File: src/rtl/alu_exec_unit.sv
// rtl/alu_exec_unit.sv - EX-stage ALU decoder/executor with iterative multu/divu and HI/LO.
module alu_exec_unit #(
    parameter int WIDTH = 32
) (
    input  logic             clk,
    input  logic             rst_n,
    input  logic             valid,
    input  logic [5:0]       opcode,
    input  logic [5:0]       func_field,
    input  logic [WIDTH-1:0] a,
    input  logic [WIDTH-1:0] b,
    output logic [2:0]       alu_ctrl,
    output logic             reg_write,
    output logic [WIDTH-1:0] result,
    output logic             zero,
    output logic             busy,
    output logic             done,
    output logic             div_by_zero,
    output logic             stall,
    output logic [WIDTH-1:0] hi,
    output logic [WIDTH-1:0] lo
);
    localparam int CW = $clog2(WIDTH + 1);

    typedef enum logic [1:0] {S_IDLE, S_MUL, S_DIV, S_DONE} state_t;

    state_t           r_state;
    logic [CW-1:0]    r_cnt;
    logic [WIDTH-1:0] r_acc_hi;
    logic [WIDTH-1:0] r_acc_lo;
    logic [WIDTH-1:0] r_op;
    logic [WIDTH-1:0] r_hi;
    logic [WIDTH-1:0] r_lo;
    logic             r_dz;

    logic w_rtype, w_add, w_sub, w_and, w_or, w_slt, w_mfhi, w_mflo, w_multu, w_divu;
    logic w_addi, w_lw, w_sw, w_beq, w_writer, w_start, w_slt_bit;
    logic [WIDTH:0]   w_mul_sum;
    logic [WIDTH:0]   w_rem_shift;
    logic [WIDTH:0]   w_diff;
    logic [WIDTH-1:0] w_next_hi;
    logic [WIDTH-1:0] w_next_lo;

    assign w_rtype = (opcode == 6'b000000);
    assign w_add   = w_rtype & (func_field == 6'b100000);
    assign w_sub   = w_rtype & (func_field == 6'b100010);
    assign w_and   = w_rtype & (func_field == 6'b100100);
    assign w_or    = w_rtype & (func_field == 6'b100101);
    assign w_slt   = w_rtype & (func_field == 6'b101010);
    assign w_mfhi  = w_rtype & (func_field == 6'b010000);
    assign w_mflo  = w_rtype & (func_field == 6'b010010);
    assign w_multu = w_rtype & (func_field == 6'b011001);
    assign w_divu  = w_rtype & (func_field == 6'b011011);
    assign w_addi  = (opcode == 6'b001000);
    assign w_lw    = (opcode == 6'b100011);
    assign w_sw    = (opcode == 6'b101011);
    assign w_beq   = (opcode == 6'b000100);

    assign w_writer = w_add | w_sub | w_and | w_or | w_slt | w_mfhi | w_mflo | w_addi | w_lw;

    always_comb begin
        alu_ctrl = 3'b000;
        if (w_add | w_addi | w_lw | w_sw) alu_ctrl = 3'b010;
        else if (w_sub | w_beq)           alu_ctrl = 3'b110;
        else if (w_or)                    alu_ctrl = 3'b001;
        else if (w_slt)                   alu_ctrl = 3'b111;
        else if (w_mfhi | w_mflo)         alu_ctrl = 3'b011;
        else if (w_multu | w_divu)        alu_ctrl = 3'b100;
    end

    assign w_slt_bit = ($signed(a) < $signed(b));

    always_comb begin
        result = '0;
        case (alu_ctrl)
            3'b010:  result = a + b;
            3'b110:  result = a - b;
            3'b000:  result = a & b;
            3'b001:  result = a | b;
            3'b111:  result = {{(WIDTH-1){1'b0}}, w_slt_bit};
            3'b011:  result = w_mfhi ? r_hi : r_lo;
            default: result = '0;
        endcase
    end

    assign zero        = (result == '0);
    assign busy        = (r_state == S_MUL) || (r_state == S_DIV);
    assign done        = (r_state == S_DONE);
    assign div_by_zero = done & r_dz;
    assign hi          = r_hi;
    assign lo          = r_lo;
    assign stall       = busy & valid & (w_mfhi | w_mflo | w_multu | w_divu);
    assign reg_write   = valid & ~stall & w_writer;
    assign w_start     = valid & (w_multu | w_divu) & ((r_state == S_IDLE) || (r_state == S_DONE));

    // MUL: {acc_hi, acc_lo} shifts right, acc_lo starts as multiplier.
    // DIV: acc_hi is the partial remainder, acc_lo shifts dividend out and quotient in.
    assign w_mul_sum   = {1'b0, r_acc_hi} + (r_acc_lo[0] ? {1'b0, r_op} : '0);
    assign w_rem_shift = {r_acc_hi, r_acc_lo[WIDTH-1]};
    assign w_diff      = w_rem_shift - {1'b0, r_op};

    always_comb begin
        w_next_hi = r_acc_hi;
        w_next_lo = r_acc_lo;
        if (r_state == S_MUL) begin
            w_next_hi = w_mul_sum[WIDTH:1];
            w_next_lo = {w_mul_sum[0], r_acc_lo[WIDTH-1:1]};
        end else if (!w_diff[WIDTH]) begin
            w_next_hi = w_diff[WIDTH-1:0];
            w_next_lo = {r_acc_lo[WIDTH-2:0], 1'b1};
        end else begin
            w_next_hi = w_rem_shift[WIDTH-1:0];
            w_next_lo = {r_acc_lo[WIDTH-2:0], 1'b0};
        end
    end

    always_ff @(posedge clk or negedge rst_n) begin
        if (!rst_n) begin
            r_state  <= S_IDLE;
            r_cnt    <= '0;
            r_acc_hi <= '0;
            r_acc_lo <= '0;
            r_op     <= '0;
            r_hi     <= '0;
            r_lo     <= '0;
            r_dz     <= 1'b0;
        end else begin
            case (r_state)
                S_MUL, S_DIV: begin
                    r_acc_hi <= w_next_hi;
                    r_acc_lo <= w_next_lo;
                    r_cnt    <= r_cnt + 1'b1;
                    if (r_cnt == CW'(WIDTH - 1)) begin
                        r_hi    <= w_next_hi;
                        r_lo    <= w_next_lo;
                        r_state <= S_DONE;
                    end
                end
                default: begin
                    if (w_start) begin
                        r_state  <= w_multu ? S_MUL : S_DIV;
                        r_cnt    <= '0;
                        r_op     <= w_multu ? a : b;
                        r_acc_lo <= w_multu ? b : a;
                        r_acc_hi <= '0;
                        r_dz     <= w_divu & (b == '0);
                    end else begin
                        r_state <= S_IDLE;
                    end
                end
            endcase
        end
    end
endmodule

File: config.mk
export PLATFORM = sky130hd
export DESIGN_NAME = alu_exec_unit
export DESIGN_NICKNAME = d
export VERILOG_FILES = /design/src/rtl/alu_exec_unit.sv
export SDC_FILE = /design/constraint.sdc
export NUM_CORES = 1
export LEC_CHECK = 0
export ABC_AREA = 1
export BUFFER_PORTS_ARGS = -buffer_cell sky130_fd_sc_hd__buf_2
export CORE_MARGIN = 2
export CORE_UTILIZATION = 45
export CTS_CLUSTER_SIZE = 16
export DETAILED_ROUTE_END_ITERATION = 6
export PLACE_DENSITY_LB_ADDON = 0.08
export SETUP_SLACK_MARGIN = 0.1
export SYNTH_ARGS = -nofsm -noshare
export SYNTH_HDL_FRONTEND = slang
export SYNTH_SLANG_ARGS = --single-unit
File: constraint.sdc
create_clock -name clk -period 3.2 [get_ports clk]
set_clock_uncertainty 0.1 [all_clocks]
set_input_delay 0.32 -clock clk [delete_from_list [all_inputs] [get_ports clk]]
set_output_delay 0.32 -clock clk [all_outputs]
set_load 0.05 [all_outputs]
==> results of run 1 <==
registers in the layout (all words and copies together), names as in the netlist:
name and count:
r_acc_lo 32, hi 32, r_state 2, lo 32
r_dz 1, r_acc_hi 32, r_cnt 6, r_op 32
how the worst min path moves through the flow:
stage / end
after floorplan: hi[0]
after global placement: lo[5]
after detailed placement: lo[6]
after CTS: r_acc_lo[28]
after global routing: r_acc_lo[28]
final: r_acc_lo[28]
area by class of cell:
class	count	area (µm²)	share of cell area, %
Multi-Input combinational cell	2470	13880	54.50
Clock inverter	13	170.2	0.6683
Antenna cell	2	5.005	0.01966
Inverter	562	2121	8.330
Timing Repair Buffer	554	3896	15.30
Sequential cell	169	4230	16.62
Clock buffer	18	429.2	1.686
Tap cell	585	732.0	2.875
cell usage in the layout, fill, tap and decap left out, types with 22 or more instances in the layout:
| master | instances |
|---|---|
| a21oi_1 | 136 |
| buf_2 | 178 |
| buf_4 | 356 |
| dfrtp_1 | 168 |
| ha_1 | 119 |
| ha_4 | 31 |
| inv_1 | 531 |
| inv_2 | 26 |
| nand2_1 | 1068 |
| nand2_2 | 54 |
| nand3_1 | 255 |
| nand3_2 | 22 |
| nand4_1 | 24 |
| nor2_1 | 198 |
| nor2_2 | 54 |
| nor3_1 | 22 |
| o21ai_0 | 149 |
| o221ai_1 | 35 |
| o22ai_1 | 23 |
power breakdown:
part / switching, mW / internal (mW) / total (mW)
logic: 2.58 / 1.56 / 4.15
clock network: 0.976 / 1.24 / 2.21
registers: 0.0402 / 2.17 / 2.21
total: 3.60 / 4.97 / 8.57
cells by family after synthesis:
logic type / share of synthesized area (%)
XOR/XNOR: 1.347
buffers and inverters: 13.46
AND/OR/NAND/NOR: 37.71
flip-flops: 21.68
adder cells (fa/ha/maj): 10.99
AO/OA/AOI/OAI: 14.80
what timing repair did:
action,in CTS,in global routing
hold buffers,1,0
hold endpoints to repair,60,0
gates resized for setup,161,163
gates cloned,1,3
pin swaps,24,46
setup endpoints to repair,43,72
setup buffers,3,6
critical path: stages:
cell and delay, ps:
buf_2 120, nor2_4 150, nand3_4 140, buf_4 170, nor2_2 150, nor2_4 50
nand2_2 230, nor2_2 180, nand3_1 110, nand2_1 50, nor2_1 200, nand2_1 140
nor2_1 120, nand2_1 110, nor2_2 130, nand2_2 100, nor2_4 120, buf_6 160
per-layer routing:
layer | global-route usage, % | share of wire [%] | vias up
met5 | 0 | 0 | -
met4 | 21.15 | 6.2 | 0
met3 | 4.978 | 8.2 | 248
met2 | 61.24 | 45 | 1189
met1 | 49.82 | 40 | 11250
li1 | - | - | 11450
metrics by stage:
| stage | worst slack [ps] | instances | cell area, µm² | total power, mW |
|---|---|---|---|---|
| CTS | 53.37 | 4362 | 24830 | 8.365 |
| global route | -29.20 | 4373 | 25460 | 9.028 |
| detailed placement | -430.7 | 4326 | 23520 | 5.918 |
| finish | 26.82 | 4373 | 25460 | 8.572 |
| global placement | -460.5 | 4326 | 23520 | 5.882 |
| floorplan | -39.54 | 3312 | 19540 | 4.407 |
==> key figures, run 1 <==
Outcome
  – Status: finished, final reports clean

STA
  – # setup viols final: 0
  – Tcrit/Tclk final: 99.16%
  – Final Critical Period: 3173 ps
  – Setup TNS: 0 ps
  – Worst rel slew slack: 44.12%
  – Max Fclk: 315.1 MHz
  – Worst-margin pin slew: 830.5 ps
  – Final Hold Viols: 0
  – Hold slack: 89.93 ps
  – Unrepaired setup endpoints after global routing: yes
  – Max Slew Vio Count: 0

Die
  – Core area: 42890 µm²
  – Site row count: 76
  – Die width: 212.2 µm
  – Starting density of the core: 45.48%
  – Die area: 45030 µm²
  – Die Span Y: 212.2 µm
  – Boundary Pins: 184

Global route
  – Overall routing resource usage: 38.21%
  – Vias in the first global route: 23080
  – Pin count of the biggest net entering global routing: 64
  – Initial antenna violation count: 2
  – Remaining Overflow, GRT: 0
  – Global-route wire length before repair: 130600 µm

Drt
  – Routed vias/inst: 5.519
  – Final WL: 87880 µm
  – Routed length per instance: 20.10 µm
  – Iter 0 DRT Violations: 2480
  – Vias: 24140
  – Drt drc: 0
  – Final ANT Viol Nets: 0
  – Drt pass-1 iters: 6

Logic synthesis
  – Post-synth top area cell: nand2_1
  – Synth area leaders: nand2_1 22%, dfrtp_1 22%, inv_1 11%, ha_1 11%, nand3_1 7.2%
  – Top post-synthesis cells by count: 1127 x nand2_1, 552 x inv_1, 282 x nand3_1, 255 x nor2_1, 169 x dfrtp_1
  – Most frequent cell after synthesis: nand2_1
  – Ys flop type: dfrtp_1
  – Average size of a mapped cell: 5.889 µm²
  – Mapped Cells: 3312
  – Post-Syn Area: 19500 µm²
  – Synthesized net count: 3560
  – Yosys warnings: 0
  – Number of synthesized flops with an enable pin: 0
  – Seq/Total Area, Yosys: 21.68%
  – Synth Register Bits: 169
  – Netlist cell types: 55
  – FFs w/ async S/R, synth: 100.0%
  – Synth top area share: 21.69%

Hold path
  – Min-Delay Path Class: in -> reg
  – Hold depth: 2
  – Hold_sp: b[28]

Critical path
  – CP endpoint kind: primary output
  – Reg2Reg Setup Slack: 210 ps
  – FF-to-FF path depth: 19
  – CP arrival: 2750 ps
  – Critical register-to-register path endpoint: hi[5]
  – Critical path type: in -> out
  – Critical Path End: zero
  – Critical Path RT: 2780 ps
  – CP Launch Point: opcode[1]
  – CP Launch Type: input port
  – CP Max Fanout: 6
  – Reg2reg start: r_op[0]

Finish
  – Util after Layout: 59.37%
  – Fin nets: 4022
  – Number of fill cells: 4241
  – Fraction of layout instances using a drive strength above 1: 23.40%
  – Area growth syn-to-layout: 30.53%

Clock network
  – CTS tree: yes
  – CTS Buf Count: 17
  – Clk buf depth: 2
  – Clk Latency, worst-skew pair: 470 ps
  – Clk sinks: 169
  – H-Tree Depth: 4
  – Root buf cell: clkbuf_16
  – Clock slew at reported path FFs: 70 ps

Job
  – Max Cap Viol: 0

Placement
  – DP Wirelength: 70620 µm
  – GPL Wtd Cong: 1.055
  – I/O Buffers: 183

Power and ir drop
  – Leak: 14.12 nW
  – Power per Cell Area: 336.7 nW/µm²
  – Worst VDD drop: 0.4385 mV
(Power assumes the default switching activity.)
==> run 2, diff against run 1 <==
Settings changed: RECOVER_POWER from default to 50.
==> run 2 against run 1 <==
The run now ends with capacitance limit, slew limit left. First-iteration DRC count is 3.4% higher. Non-clock buffer count is the same. Clock power about the same. Fmax grew 1.3%. Global-route usage is the same. Cell count unchanged. Final area shrank 0.35%. Critical path type unchanged.
==> key figures, run 2 (synthesized netlist as in run 1, its figures left out) <==
STA
  – Worst-margin pin slew: 1717 ps (was 830.5 ps)
  – Final Hold Viols: 0 (unchanged)
  – Tcrit/Tclk final: 97.92% (was 99.16%)
  – Max Slew Vio Count: 64 (was 0)
  – Worst rel slew slack: -14.48% (was 44.12%)
  – Final worst slack: 66.54 ps (was 26.82 ps)
  – Unrepaired setup endpoints after global routing: yes (unchanged)
  – Final Critical Period: 3133 ps (was 3173 ps)
  – Setup TNS: 0 ps (unchanged)
  – # setup viols final: 0 (unchanged)
  – Max Fclk: 319.1 MHz (was 315.1 MHz)

Power and ir drop
  – Switching share of total power: 42.03% (was 41.98%)
  – Leak: 13.89 nW (was 14.12 nW)
  – NetSw: 3.603 mW (was 3.599 mW)
  – Pwr Total: 8.573 mW (was 8.572 mW)
  – Power per Cell Area: 337.9 nW/µm² (was 336.7 nW/µm²)
  – Worst VDD drop: 0.4434 mV (was 0.4385 mV)
  – Clock share of power: 25.9% (was 25.8%)
  – Internal power: 4.970 mW (was 4.973 mW)
  – Reg power frac: 25.8% (about the same)
  – Gate power share: 48.3% (was 48.4%)

Critical path
  – CP endpoint kind: primary output (unchanged)
  – Critical path type: in -> out (unchanged)
  – Critical Path RT: 2780 ps (about the same)
  – CP arrival: 2710 ps (was 2750 ps)
  – CP Max Fanout: 4 (was 6)
  – CP Launch Type: input port (unchanged)

Drt
  – Routed length per instance: 20.08 µm (was 20.10 µm)
  – Drt drc: 0 (unchanged)
  – Vias: 24190 (was 24140)
  – Drt pass-1 iters: 6 (unchanged)
  – Routed vias/inst: 5.531 (was 5.519)
  – Final WL: 87810 µm (was 87880 µm)
  – Iter 0 DRT Violations: 2565 (was 2480)
  – Final ANT Viol Nets: 0 (unchanged)

Die
  – Core area: 42890 µm² (unchanged)
  – Die width: 212.2 µm (unchanged)
  – Die Span Y: 212.2 µm (unchanged)
  – Site row count: 76 (unchanged)
  – Boundary Pins: 184 (unchanged)
  – Die area: 45030 µm² (unchanged)
  – Starting density of the core: 45.48% (unchanged)

Finish
  – Commonest non-fill, non-tap cell in the layout: nand2_1 (unchanged)
  – Most frequent cells in the layout: 1068 x nand2_1, 531 x inv_1, 354 x buf_4 (was 1068 x nand2_1, 531 x inv_1, 356 x buf_4)
  – FF/Latch Area: 4230 µm² (unchanged)
  – Multi-input gate area: 13880 µm² (unchanged)
  – Fraction of layout instances using a drive strength above 1: 22.03% (was 23.40%)
  – Final Cell Area: 25370 µm² (was 25460 µm²)
  – Area growth syn-to-layout: 30.08% (was 30.53%)
  – Number of fill cells: 4263 (was 4241)
  – Fin nets: 4022 (unchanged)

Placement
  – Area after DPL: 23520 µm² (unchanged)
  – DP Wirelength: 70620 µm (unchanged)
  – Pre-CTS WS: -430.7 ps (unchanged)
  – GPL Wtd Cong: 1.055 (unchanged)
  – I/O Buffers: 183 (unchanged)

Clock network
  – Clk Latency, worst-skew pair: 470 ps (about the same)
  – H-Tree Depth: 4 (unchanged)
  – Clock slew at reported path FFs: 60 ps (was 70 ps)
  – Clk buf depth: 2 (unchanged)
  – CTS tree: yes (unchanged)
  – Clk sinks: 169 (unchanged)
  – CTS Buf Count: 17 (unchanged)
  – Root buf cell: clkbuf_16 (unchanged)

Global route
  – Remaining Overflow, GRT: 0 (unchanged)
  – Initial antenna violation count: 2 (unchanged)
  – Global-route wire length before repair: 130600 µm (unchanged)
  – Vias in the first global route: 23080 (unchanged)
  – Overall routing resource usage: 38.21% (unchanged)
  – Pin count of the biggest net entering global routing: 64 (unchanged)

Outcome
  – Failing checks: capacitance limit, slew limit
  – Status: complete, but fails checks (was finished, final reports clean)

Job
  – Max Cap Viol: 1 (was 0)

Hold path
  – Min-Delay Path Class: in -> reg (unchanged)
[run 2: cell count changes in the layout (fill, tap and decap cells not counted)]
cell and change:
clkbuf_1 +52, clkbuf_4 +1, buf_2 -52, clkbuf_2 +3, buf_4 -2, buf_12 -1
buf_6 -1
[run 2: routing by layer]
layer,GRT usage [%],wire length [µm]
met5,0,0
met4,21.15,5348
met3,4.978,7218
met2,61.24,39830
met1,49.82,35410
[run 2: final timing paths]
kind / slack [ps] / cells after the start / to / start
max: 70 / 19 / zero / a[10]
min: 80 / 2 / r_acc_lo[28] / b[28]
max reg2reg: 210 / 19 / hi[5] / r_op[0]
min reg2reg: 410 / 2 / lo[14] / lo[14]
max in group asynchronous: 580 / 3 / r_acc_lo[0] / rst_n
min in group asynchronous: 730 / 2 / lo[6] / rst_n
[run 2: power groups by stage]
stage          clock network (mW)  registers [mW]  logic, mW
6_report                     2.22            2.21       4.14
5_1_grt                      2.31            2.22       4.50
4_1_cts                      2.24            2.21       3.91
3_5_place_dp                    0            2.25       3.67
3_3_place_gp                    0            2.25       3.63
2_1_floorplan                   0            2.24       2.17
[run 2: timing repair]
item,in CTS,in global routing
buffers inserted,3,6
cloned,1,3
resized for setup,161,163
hold buffers,1,0
pin swaps,24,46
setup endpoints to repair,43,72
hold endpoints to repair,60,0
[run 2: layout make-up]
cell class / count / share of cell area, %
antenna: 2 / 0.01973
multi-input combinational: 2470 / 54.69
tap: 585 / 2.885
timing repair buffer: 554 / 15.01
clock buffer: 18 / 1.691
clock inverter: 13 / 0.6707
inverter: 562 / 8.359
sequential: 169 / 16.67
[run 2: critical path, stage by stage]
cell and delay, ps:
buf_2 130, buf_4 150, ha_2 210, buf_4 130
nand2_1 50, nand2_1 120, a21oi_2 160, buf_4 140
nand3_4 120, nor2_1 110, nor2_1 40, nand2_1 50
nand4_1 180, nor2_1 160, nand2_1 110, nor2_2 120
nand2_2 100, nor2_4 130, buf_6 160
[run 2: metrics by stage]
stage	cells	utilization, %	hold slack [ps]
2_1_floorplan	3312	-	-75.59
4_1_cts	4362	57.89	48.17
5_1_grt	4373	59.16	82.26
6_report	4373	59.16	84.85
3_3_place_gp	4326	54.85	253.3
3_5_place_dp	4326	54.85	259.9
